==> src/rtl/fetch_prefetch_buffer_pkg.sv <==
`default_nettype none
// +----------------------------------------------------------------------------+
// | Module   : fetch_pkg                                                       |
// | Purpose  : Shared constants, FIFO entry type and issue-state encoding.     |
// | Revision : 1.0                                                             |
// +----------------------------------------------------------------------------+
package fetch_pkg;

    localparam int INSTR_W         = 32;
    localparam int BYTES_PER_INSTR = 4;

    typedef struct packed {
        logic [INSTR_W-1:0] pc;
        logic [INSTR_W-1:0] instr;
    } fetch_entry_t;

    typedef enum logic [0:0] {
        IDLE  = 1'b0,
        ISSUE = 1'b1
    } issue_state_t;

endpackage
`default_nettype wire

==> src/rtl/fetch_prefetch_buffer_if.sv <==
`default_nettype none
// +----------------------------------------------------------------------------+
// | Module   : fetch_prefetch_buffer_if                                        |
// | Purpose  : Instruction-memory, redirect and datapath handshake bundle.     |
// | Revision : 1.0                                                             |
// +----------------------------------------------------------------------------+
interface fetch_prefetch_buffer_if
    import fetch_pkg::*;
#(
    parameter int ADDR_W = 5
);
    logic               imem_re;
    logic [ADDR_W-1:0]  imem_addr;
    logic [7:0]         imem_rdata;
    logic               redirect_valid;
    logic [INSTR_W-1:0] redirect_pc;
    logic               inst_valid;
    logic               inst_ready;
    logic [INSTR_W-1:0] inst_data;
    logic [INSTR_W-1:0] inst_pc;

    modport master (
        output imem_re, imem_addr, inst_valid, inst_data, inst_pc,
        input  imem_rdata, redirect_valid, redirect_pc, inst_ready
    );

    modport slave (
        input  imem_re, imem_addr, inst_valid, inst_data, inst_pc,
        output imem_rdata, redirect_valid, redirect_pc, inst_ready
    );

endinterface
`default_nettype wire

==> src/rtl/fetch_prefetch_buffer_fifo.sv <==
`default_nettype none
// +----------------------------------------------------------------------------+
// | Module   : fetch_fifo                                                      |
// | Purpose  : Synchronous FIFO of {pc, instr} entries; flush beats push.      |
// | Revision : 1.0                                                             |
// +----------------------------------------------------------------------------+
module fetch_fifo
    import fetch_pkg::*;
#(
    parameter int  DEPTH = 4,
    localparam int PTR_W = $clog2(DEPTH),
    localparam int CNT_W = $clog2(DEPTH + 1)
) (
    input  logic             clk,
    input  logic             rst,
    input  logic             i_flush,
    input  logic             i_push,
    input  fetch_entry_t     i_push_entry,
    input  logic             i_pop,
    output fetch_entry_t     o_head,
    output logic [CNT_W-1:0] o_count
);

    fetch_entry_t     r_mem [DEPTH];
    logic [PTR_W-1:0] r_wr_ptr;
    logic [PTR_W-1:0] r_rd_ptr;
    logic [CNT_W-1:0] r_count;

    always_ff @(posedge clk) begin
        if (rst || i_flush) begin
            r_wr_ptr <= '0;
            r_rd_ptr <= '0;
            r_count  <= '0;
        end else begin
            if (i_push) r_wr_ptr <= r_wr_ptr + 1'b1;
            if (i_pop)  r_rd_ptr <= r_rd_ptr + 1'b1;
            case ({i_push, i_pop})
                2'b10:   r_count <= r_count + 1'b1;
                2'b01:   r_count <= r_count - 1'b1;
                default: r_count <= r_count;
            endcase
        end
    end

    always_ff @(posedge clk) begin
        if (i_push && !i_flush && !rst) r_mem[r_wr_ptr] <= i_push_entry;
    end

    assign o_head  = r_mem[r_rd_ptr];
    assign o_count = r_count;

endmodule
`default_nettype wire

==> src/rtl/fetch_prefetch_buffer.sv <==
`default_nettype none
// +----------------------------------------------------------------------------+
// | Module   : fetch_prefetch_buffer                                           |
// | Purpose  : Byte-serial instruction fetch, big-endian word assembly and     |
// |            prefetch FIFO. Define FETCH_PERF_EN for flush/stall counters.  |
// | Revision : 1.0                                                             |
// +----------------------------------------------------------------------------+
module fetch_prefetch_buffer
    import fetch_pkg::*;
#(
    parameter int DEPTH  = 4,
    parameter int ADDR_W = 5
) (
    input  logic                    clk,
    input  logic                    rst,
    fetch_prefetch_buffer_if.master bus
`ifdef FETCH_PERF_EN
    ,
    output logic [15:0]             perf_flush_cnt,
    output logic [15:0]             perf_stall_cnt
`endif
);

    localparam int CNT_W = $clog2(DEPTH + 1);
    localparam int IDX_W = $clog2(BYTES_PER_INSTR);
    localparam logic [IDX_W-1:0] c_last_idx = IDX_W'(BYTES_PER_INSTR - 1);

    issue_state_t         r_state;
    issue_state_t         w_state_nxt;
    logic [ADDR_W-1:0]    r_fetch_pc;
    logic [IDX_W-1:0]     r_byte_idx;
    logic                 r_pending;
    logic                 r_inflight;
    logic [IDX_W-1:0]     r_ret_idx;
    logic [INSTR_W-9:0]   r_asm;
    logic                 w_can_start;
    logic                 w_issue;
    logic                 w_push;
    logic                 w_pop;
    logic [ADDR_W-1:0]    w_word_pc;
    fetch_entry_t         w_push_entry;
    fetch_entry_t         w_head;
    logic [CNT_W-1:0]     w_count;
    logic                 w_unused;

    assign w_unused    = ^{bus.redirect_pc[INSTR_W-1:ADDR_W], bus.redirect_pc[1:0]};
    // Including the word still being assembled guarantees a free slot at its push
    assign w_can_start = (32'(w_count) + 32'(r_pending)) < 32'(DEPTH);

    always_comb begin
        w_state_nxt = r_state;
        w_issue     = 1'b0;
        case (r_state)
            ISSUE: begin
                if (r_byte_idx != '0 || w_can_start) w_issue = 1'b1;
                else                                 w_state_nxt = IDLE;
            end
            IDLE: begin
                if (w_can_start) w_state_nxt = ISSUE;
            end
            default: w_state_nxt = ISSUE;
        endcase
        if (bus.redirect_valid) w_state_nxt = ISSUE;
    end

    always_ff @(posedge clk) begin
        if (rst) begin
            r_state    <= ISSUE;
            r_fetch_pc <= '0;
            r_byte_idx <= '0;
            r_pending  <= 1'b0;
            r_inflight <= 1'b0;
            r_ret_idx  <= '0;
            r_asm      <= '0;
        end else begin
            r_state    <= w_state_nxt;
            // Clearing the tag on redirect drops the byte returning next cycle
            r_inflight <= w_issue && !bus.redirect_valid;
            r_ret_idx  <= r_byte_idx;
            if (bus.redirect_valid) begin
                r_fetch_pc <= {bus.redirect_pc[ADDR_W-1:2], 2'b00};
                r_byte_idx <= '0;
                r_pending  <= 1'b0;
                r_asm      <= '0;
            end else begin
                if (r_inflight) r_asm <= {r_asm[INSTR_W-17:0], bus.imem_rdata};
                if (w_issue) begin
                    r_byte_idx <= r_byte_idx + 1'b1;
                    if (r_byte_idx == c_last_idx)
                        r_fetch_pc <= r_fetch_pc + ADDR_W'(BYTES_PER_INSTR);
                end
                if (w_issue && r_byte_idx == '0) r_pending <= 1'b1;
                else if (w_push)                 r_pending <= 1'b0;
            end
        end
    end

    // fetch_pc has already stepped past the word whose last byte is returning
    assign w_word_pc = r_fetch_pc - ADDR_W'(BYTES_PER_INSTR);
    assign w_push    = r_inflight && (r_ret_idx == c_last_idx);
    assign w_pop     = (w_count != '0) && bus.inst_ready;

    always_comb begin
        w_push_entry       = '0;
        w_push_entry.pc    = INSTR_W'(w_word_pc);
        w_push_entry.instr = {r_asm, bus.imem_rdata};
    end

    fetch_fifo #(
        .DEPTH(DEPTH)
    ) u_fifo (
        .clk          (clk),
        .rst          (rst),
        .i_flush      (bus.redirect_valid),
        .i_push       (w_push),
        .i_push_entry (w_push_entry),
        .i_pop        (w_pop),
        .o_head       (w_head),
        .o_count      (w_count)
    );

    assign bus.imem_re    = w_issue && !rst;
    assign bus.imem_addr  = r_fetch_pc + ADDR_W'(r_byte_idx);
    assign bus.inst_valid = !rst && (w_count != '0);
    assign bus.inst_data  = rst ? '0 : w_head.instr;
    assign bus.inst_pc    = rst ? '0 : w_head.pc;

`ifdef FETCH_PERF_EN
    logic [15:0] r_flush_cnt;
    logic [15:0] r_stall_cnt;

    always_ff @(posedge clk) begin
        if (rst) begin
            r_flush_cnt <= '0;
            r_stall_cnt <= '0;
        end else begin
            if (bus.redirect_valid && r_flush_cnt != 16'hFFFF)
                r_flush_cnt <= r_flush_cnt + 1'b1;
            if (r_state == IDLE && r_stall_cnt != 16'hFFFF)
                r_stall_cnt <= r_stall_cnt + 1'b1;
        end
    end

    assign perf_flush_cnt = r_flush_cnt;
    assign perf_stall_cnt = r_stall_cnt;
`endif

endmodule
`default_nettype wire

==> src/flat_wrapper.sv <==
// flat-port wrapper written by rule: the top's interface ports become plain ports
module fetch_prefetch_buffer_flat import fetch_pkg::*;
#(
    parameter int DEPTH  = 4,
    parameter int ADDR_W = 5
)
  (clk, rst, bus_imem_re, bus_imem_addr, bus_inst_valid, bus_inst_data, bus_inst_pc, bus_imem_rdata, bus_redirect_valid, bus_redirect_pc, bus_inst_ready);
  fetch_prefetch_buffer_if #(.ADDR_W(ADDR_W)) bus_i ();
  input  logic clk;
  input  logic rst;
  output wire logic [$bits(bus_i.imem_re)-1:0] bus_imem_re;
  output wire logic [$bits(bus_i.imem_addr)-1:0] bus_imem_addr;
  output wire logic [$bits(bus_i.inst_valid)-1:0] bus_inst_valid;
  output wire logic [$bits(bus_i.inst_data)-1:0] bus_inst_data;
  output wire logic [$bits(bus_i.inst_pc)-1:0] bus_inst_pc;
  input wire logic [$bits(bus_i.imem_rdata)-1:0] bus_imem_rdata;
  input wire logic [$bits(bus_i.redirect_valid)-1:0] bus_redirect_valid;
  input wire logic [$bits(bus_i.redirect_pc)-1:0] bus_redirect_pc;
  input wire logic [$bits(bus_i.inst_ready)-1:0] bus_inst_ready;
  assign bus_imem_re = bus_i.imem_re;
  assign bus_imem_addr = bus_i.imem_addr;
  assign bus_inst_valid = bus_i.inst_valid;
  assign bus_inst_data = bus_i.inst_data;
  assign bus_inst_pc = bus_i.inst_pc;
  assign bus_i.imem_rdata = bus_imem_rdata;
  assign bus_i.redirect_valid = bus_redirect_valid;
  assign bus_i.redirect_pc = bus_redirect_pc;
  assign bus_i.inst_ready = bus_inst_ready;
  fetch_prefetch_buffer #(.DEPTH(DEPTH), .ADDR_W(ADDR_W)) u_core (.clk(clk), .rst(rst), .bus(bus_i));
endmodule
==> config.mk <==
export PLATFORM = sky130hd
export DESIGN_NAME = fetch_prefetch_buffer_flat
export DESIGN_NICKNAME = d
export VERILOG_FILES = /design/src/rtl/fetch_prefetch_buffer_pkg.sv /design/src/rtl/fetch_prefetch_buffer_if.sv /design/src/rtl/fetch_prefetch_buffer_fifo.sv /design/src/rtl/fetch_prefetch_buffer.sv /design/src/flat_wrapper.sv
export SDC_FILE = /design/constraint.sdc
export NUM_CORES = 1
export LEC_CHECK = 0
export ABC_CLOCK_PERIOD_IN_PS = 2700
export CORE_UTILIZATION = 40
export DETAILED_ROUTE_END_ITERATION = 6
export PLACE_DENSITY_LB_ADDON = 0.15
export SLEW_MARGIN = 15
export SYNTH_ARGS = -nofsm -noshare
export SYNTH_HDL_FRONTEND = slang
export SYNTH_HIERARCHICAL = 1
export SYNTH_SLANG_ARGS = --single-unit
==> constraint.sdc <==
create_clock -name clk -period 2.7 [get_ports clk]
set_input_delay 0.27 -clock clk [delete_from_list [all_inputs] [get_ports clk]]
set_output_delay 0.27 -clock clk [all_outputs]
set_load 0.02 [all_outputs]
==> summary.md, run 1 <==
| Metric | Value |
|---|---|
| Asr flop ratio synth | 0 |
| DRC violations left | 0 |
| Finish-stage setup viols | 0 |
| Routability cong. | around 0.79 |
| Crit path DAT | approximately 2.4 ns |
| Input/output buffers | between 80 and 90 |
| CP Capture Type | output port |
| Slew @ Worst Pin | 0.748 ns |
| H-tree Lvls | 1 |
| Max clock buf depth | 3 |
| Post-synth EDFFs | ~260 |
| Cells after Synth | 590 |
| Die Wd | 172 microns |
| Worst-path clk slew | around 0.06 ns |
| Total CTS buffers | 30 |
| Drt wl/cell | roughly 18 microns |
| Data required time of the critical path | 2.43 ns |
| Core box area | about 28000 sq um |
| WHS | around 0.32 ns |
| Status | finished, final reports clean |
| CTS sink count | approximately 300 |
| Slew Viols, Final | 0 |
| Synth cell types | 43 |
| Num ports | approximately 120 |
| Final Hold Viols | 0 |
| Area occupied by registers | 8560 sq um |
| Share of the synthesized area in the top cell type | 0.665 |
| Most instantiated library cell after synthesis | edfxtp_1 |
| # fillers | between 2000 and 2500 |
| Cell area after synthesis | ~12000 sq um |
| Fin worst setup slack | around 0.047 ns |
| Startpoint Class | flop |
| Final WL | ~22000 microns |
| Seq/Total Area, Yosys | 0.740 |
| Via density | about 4.7 |
| Largest net degree at the start of global routing | 29 |
| Initial Utilization | 0.411 |
| Post-synthesis register bit count | around 300 |
| Top cells by area, synth | edfxtp_1 67%, mux4_2 12%, dfxtp_1 7.5% |
| Gr usage total | 0.152 |
| Pre-CTS setup slack | around 0.34 ns |
| Leakage | 5.07 nW |
| Min Tclk post-route | 2.65 ns |
| Clock skew | 0.00727 ns |
| DP HPWL | 12900 microns |
| Synth Area per Inst | 19.6 sq um |
| First-pass GRT wire length | 33700 microns |
| Max VDD drop | roughly 0.32 mV |
| Synth Warn # | 6 |
| Full die area | between 20000 and 30000 sq um |
| Share of layout cells above drive strength 1 | 0.196 |
| Vias in the first global route | approximately 6000 |
| Unrepaired setup endpoints after global routing | yes |
| Root Buffer | clkbuf_16 |
| Final #Nets | slightly below 900 |
| Iter 0 DRT Violations | 320 |
| Die Height | roughly 170 microns |
| Row Count | 61 |
| Inserted Diodes | 0 |
| Drt first pass iters | 4 |
| Dominant cell type by area after synthesis | edfxtp_1 |
| Final period utilization | 0.983 |
| Cell Pwr Density | 633 nW/um^2 |
| Via Count | approximately 5800 |
| Max Fanout on Critical Path | 13 |
| Most frequent cells after synthesis | 256 x edfxtp_1, 65 x nor2b_1, 60 x mux4_2 |
| DRT antenna net count | 0 |
| CTS tree | done |
| Initial antenna violation count | 1 |
| Hold WC Path Type | in -> reg |
| GRT overflow | 0 |
| Max-slew headroom | 0.502 |
| Fmax | ~380 MHz |
| Area occupied by multi-input gates | between 3000 and 4000 sq um |
| Area Growth Syn to Fin | 25.3% |
| Number of max-cap violations | 0 |
| Critical setup path kind | reg -> out |
| Worst-Skew Late Latency | ~0.54 ns |
| Synth Flop Type | edfxtp_1 |
## per-layer routing
metal	routed length [microns]	GRT usage
met5	13	0
met4	401	0.0442
met3	977	0.0224
met2	10600	0.256
met1	9820	0.206
## worst paths after layout
path / start / endpoint / slack [ns] / cells after the start
min: bus_redirect_pc[3] / u_core/r_fetch_pc[3] / 0.32 / 3
min reg2reg: u_core/r_asm[23] / u_core/u_fifo/r_mem[3][31] / 0.49 / 0
max reg2reg: u_core/u_fifo/o_count[1] / u_core/u_fifo/o_count[2] / 0.50 / 7
max: flop / bus_inst_data[31] / 0.05 / 5
## logic make-up (layout without fill, tap and decap cells)
logic type / count (synthesis) / count (layout) / synth area share
muxes: 90 / 90 / 0.149
DFF: 299 / 299 / 0.740
and+or+nand+nor: 120 / 120 / 0.0563
other: 1 / 116 / 0.000325
buffers and inverters: 44 / 190 / 0.0257
AOI/OAI and AO/OA: 20 / 20 / 0.0132
adders and majority gates: 10 / 10 / 0.0115
xor gates and xnor gates: 6 / 6 / 0.00455
## report_power, final
group / switching (mW) / internal (mW) / total, mW
registers: 0.0126 / 5.00 / 5.01
clock network: 1.62 / 2.28 / 3.90
logic: 0.162 / 0.0886 / 0.251
## final cells by class
| type | count | share of cell area |
|---|---|---|
| Inverter | 14 | 0.00363 |
| Clock inverter | 12 | 0.00380 |
| Multi-Input combinational cell | 362 | 0.218 |
| Timing Repair Buffer | 120 | 0.0889 |
| Clock buffer | 44 | 0.0618 |
| Tap cell | 378 | 0.0327 |
| Sequential cell | 299 | 0.591 |
## sequential cells by signal (all words and copies together), names as in the netlist, named ones only
name,flops
u_core/r_inflight,1
u_core/r_state,1
u_core/r_ret_idx,2
u_core/r_fetch_pc,3
u_core/u_fifo/r_mem,256
u_core/r_asm,24
u_core/r_pending,1
u_core/u_fifo/o_count,3
u_core/u_fifo/r_rd_ptr,2
u_core/r_byte_idx,2
u_core/u_fifo/r_wr_ptr,2
## critical path, cell delays in order, from the launching register on
cell	delay, ns
dfxtp_4	0.40
buf_4	0.15
bufbuf_16	0.31
mux4_2	0.52
nor2b_1	0.14
dlygate4sd2_1	0.32
## through the flow
step	power [mW]	instances	TNS, ns	util	area, sq um
3_3_place_gp	5.37	1160	0	0.479	13500
5_1_grt	9.47	1229	-0.130	0.516	14500
3_5_place_dp	5.38	1160	0	0.479	13500
6_report	9.16	1229	0	0.516	14500
4_1_cts	9.27	1224	0	0.516	14500
2_1_floorplan	5.24	705	0	-	12000
## repair_timing
| item | 4_1_cts | 5_1_grt |
|---|---|---|
| setup buffers | 6 | 5 |
| hold buffers | 0 | 0 |
| gates cloned | 2 | 0 |
| endpoints found under the setup margin | 65 | 23 |
| gates resized for setup | 74 | 18 |
## placed cells by master, fill, tap and decap left out, types with 9 or more instances in the layout
master	n
ha_1	9
clkdlybuf4s50_1	25
buf_4	14
dlygate4sd2_1	44
clkbuf_2	11
conb_1	116
nor2b_1	65
mux4_2	60
clkbuf_16	31
dfxtp_1	40
nor2_1	37
inv_1	14
mux2i_1	26
edfxtp_1	256
buf_12	16
(Power assumes the default switching activity.)
==> run 2: changes to the inputs <==
--- a/config.mk
+++ b/config.mk
@@ -8,6 +8,7 @@
 export ABC_CLOCK_PERIOD_IN_PS = 2700
 export CORE_UTILIZATION = 40
 export DETAILED_ROUTE_END_ITERATION = 6
+export DONT_BUFFER_PORTS = 1
 export PLACE_DENSITY_LB_ADDON = 0.15
 export SLEW_MARGIN = 15
 export SYNTH_ARGS = -nofsm -noshare
==> run 2 against run 1 <==
Sequential cell count unchanged; highest routed layer unchanged; die area unchanged; critical path depth down 2; clock power up 4%; register-to-register slack worse by 0.07 ns; largest cell class unchanged; non-clock buffer count down 87.
==> summary.md, run 2 (synthesis results as in run 1) <==
| Metric | Value |
|---|---|
| Delay-heaviest family, CP | flip-flops |
| Iter 0 DRT Violations | around 250 |
| Input/output buffers | 0 |
| Full die area | between 20000 and 30000 sq um |
| Critical setup path kind | reg -> out |
| Area Growth Syn to Fin | 17.6% |
| Total CTS buffers | 31 |
| Worst r2r src | u_core/r_byte_idx[0] |
| Largest Register | u_core/u_fifo/r_mem |
| Die Height | around 170 microns |
| Register share of total power | 0.543 |
| Internal | 7.48 mW |
| Vias in the first global route | 5800 |
| CP max stage delay | roughly 0.67 ns |
| P_sw | 1.77 mW |
| Drt wl/cell | between 15 and 20 microns |
| DP HPWL | 12400 microns |
| Final TNS setup | 0 ns |
| Pre-CTS setup slack | 0.612 ns |
| Buf/Inv on CP | 1 |
| Share of layout cells above drive strength 1 | 0.179 |
| Fin area | around 14000 sq um |
| Via Count | between 5000 and 6000 |
| Min-delay src | bus_inst_ready |
| Critical-path cell with the highest stage delay | dfxtp_4 |
| Worst-Skew Late Latency | between 0.5 and 0.6 ns |
| DRC violations left | 0 |
| Final #Nets | approximately 800 |
| Clock power frac | 0.438 |
| Via density | approximately 4.8 |
| Leakage | 4.54 nW |
| Die Wd | roughly 170 microns |
| Max VDD drop | between 0.4 and 0.5 mV |
| CTS sink count | between 200 and 300 |
| Number of max-cap violations | 0 |
| Core box area | about 28000 sq um |
| Root Buffer | clkbuf_16 |
| Drt first pass iters | 4 |
| CP Capture Type | output port |
| Data required time of the critical path | around 2.4 ns |
| Cell Pwr Density | between 600 and 700 nW/um^2 |
| Switching share of power | 0.191 |
| DRT antenna net count | 0 |
| Final WL | between 20000 and 25000 microns |
| Top library cells by usage in the layout, fill and taps aside | 256 x edfxtp_1, 116 x conb_1, 64 x nor2b_1 |
| Slew @ Worst Pin | roughly 0.94 ns |
| Cell count of the worst hold path | 3 |
| Finish-stage setup viols | 0 |
| Fin worst setup slack | between 0.2 and 0.25 ns |
| Clock skew | between 0.005 and 0.006 ns |
| Max FFs per register | approximately 260 |
| Max clock buf depth | 3 |
| Num ports | 115 |
| Final Hold Viols | 0 |
| First-pass GRT wire length | between 30000 and 40000 microns |
| Initial antenna violation count | 1 |
| Area post-placement | between 10000 and 15000 sq um |
| Status | finished, final reports clean |
| H-tree Lvls | 1 |
| Min Tclk post-route | 2.48 ns |
| Largest registers | u_core/u_fifo/r_mem: 256 flops, u_core/r_asm: 24 flops |
| CTS tree | done |
| Routability cong. | between 0.7 and 0.8 |
| Comb pwr share | 0.019 |
| FF-to-FF setup slack | roughly 0.43 ns |
| Unrepaired setup endpoints after global routing | no |
| Gr usage total | 0.150 |
| FF-to-FF path depth | 6 |
| Inserted Diodes | 0 |
| Worst path cell trace | buf_4, mux4_2, nor2b_1 |
| Final period utilization | 0.917 |
| Row Count | 61 |
| Startpoint Class | flop |
| Largest net degree at the start of global routing | 70 |
| Crit path DAT | around 2.2 ns |
| Hold WC Path Type | in -> reg |
| WHS Endpoint | u_core/u_fifo/r_rd_ptr[0] |
| GRT overflow | 0 |
| Most common cell after layout, fill and taps aside | edfxtp_1 |
| Max-slew headroom | 0.376 |
| Fmax | between 400 and 500 MHz |
| Max Fanout on Critical Path | 30 |
| Worst-path clk slew | approximately 0.06 ns |
| Initial Utilization | 0.411 |
| Slew Viols, Final | 0 |
| Reg2reg end | u_core/r_fetch_pc[3] |
## run 2: cell count changes in the layout (fill, tap and decap cells not counted), sizes merged, moves of 10 or more
cell           before  now
dlygate4sd2        44    0
clkdlybuf4s50      25    0
buf                36   20
dlygate4sd3         0   13
clkbuf             55   45
## run 2: metrics by stage
stage,hold slack (ns),utilization,cells,power (mW)
after floorplan,0.369,-,705,5.24
after global placement,0.351,0.443,1068,5.26
after detailed placement,0.350,0.443,1068,5.26
after CTS,0.140,0.482,1138,9.37
after global routing,0.168,0.484,1143,9.55
final,0.174,0.484,1143,9.24
## run 2: routing by layer
metal  track usage  up-vias  wire length [microns]
met3        0.0270       29                    987
met5             0        -                     13
met1         0.201     2843                   9720
met4        0.0400        2                    348
li1              -     2491                      -
met2         0.252      102                  10500
## run 2: tightest hold or removal path: cells and delay by family
kind	cells	cell delay [ns]
xor+xnor	1	0.16
simple gates	2	0.24
## run 2: how the worst max path moves through the flow
| stage | start | end | depth (start not counted) |
|---|---|---|---|
| 3_5_place_dp | flop | bus_inst_data[18] | 3 |
| 6_report | flop | bus_inst_data[5] | 3 |
| 4_1_cts | flop | bus_inst_data[18] | 3 |
| 3_3_place_gp | flop | bus_inst_data[18] | 3 |
| 5_1_grt | flop | bus_inst_data[21] | 3 |
| 2_1_floorplan | u_core/r_inflight | u_core/u_fifo/r_mem[0][0] | 4 |
## run 2: cell type report
type / count / area (sq um)
inverter: 14 / 52.6
timing repair buffer: 33 / 355
tap: 378 / 473
clock buffer: 45 / 878
clock inverter: 12 / 106
multi-input combinational: 362 / 3160
sequential: 299 / 8560
fill: 2430 / 14500
## run 2: timing repair
action / 4_1_cts / 5_1_grt
endpoints found under the hold margin: 52 / 0
setup buffers: 0 / 5
hold buffers: 13 / 0
endpoints found under the setup margin: 0 / 8
gates resized for setup: 0 / 1
## run 2: power groups by stage
stage                     Combinational [mW]  Sequential (mW)  Clock (mW)
after floorplan                        0.133             5.11           0
after global placement                 0.145             5.11           0
after detailed placement               0.148             5.11           0
after CTS                              0.174             5.02        4.18
after global routing                   0.198             5.01        4.34
final                                  0.177             5.02        4.05
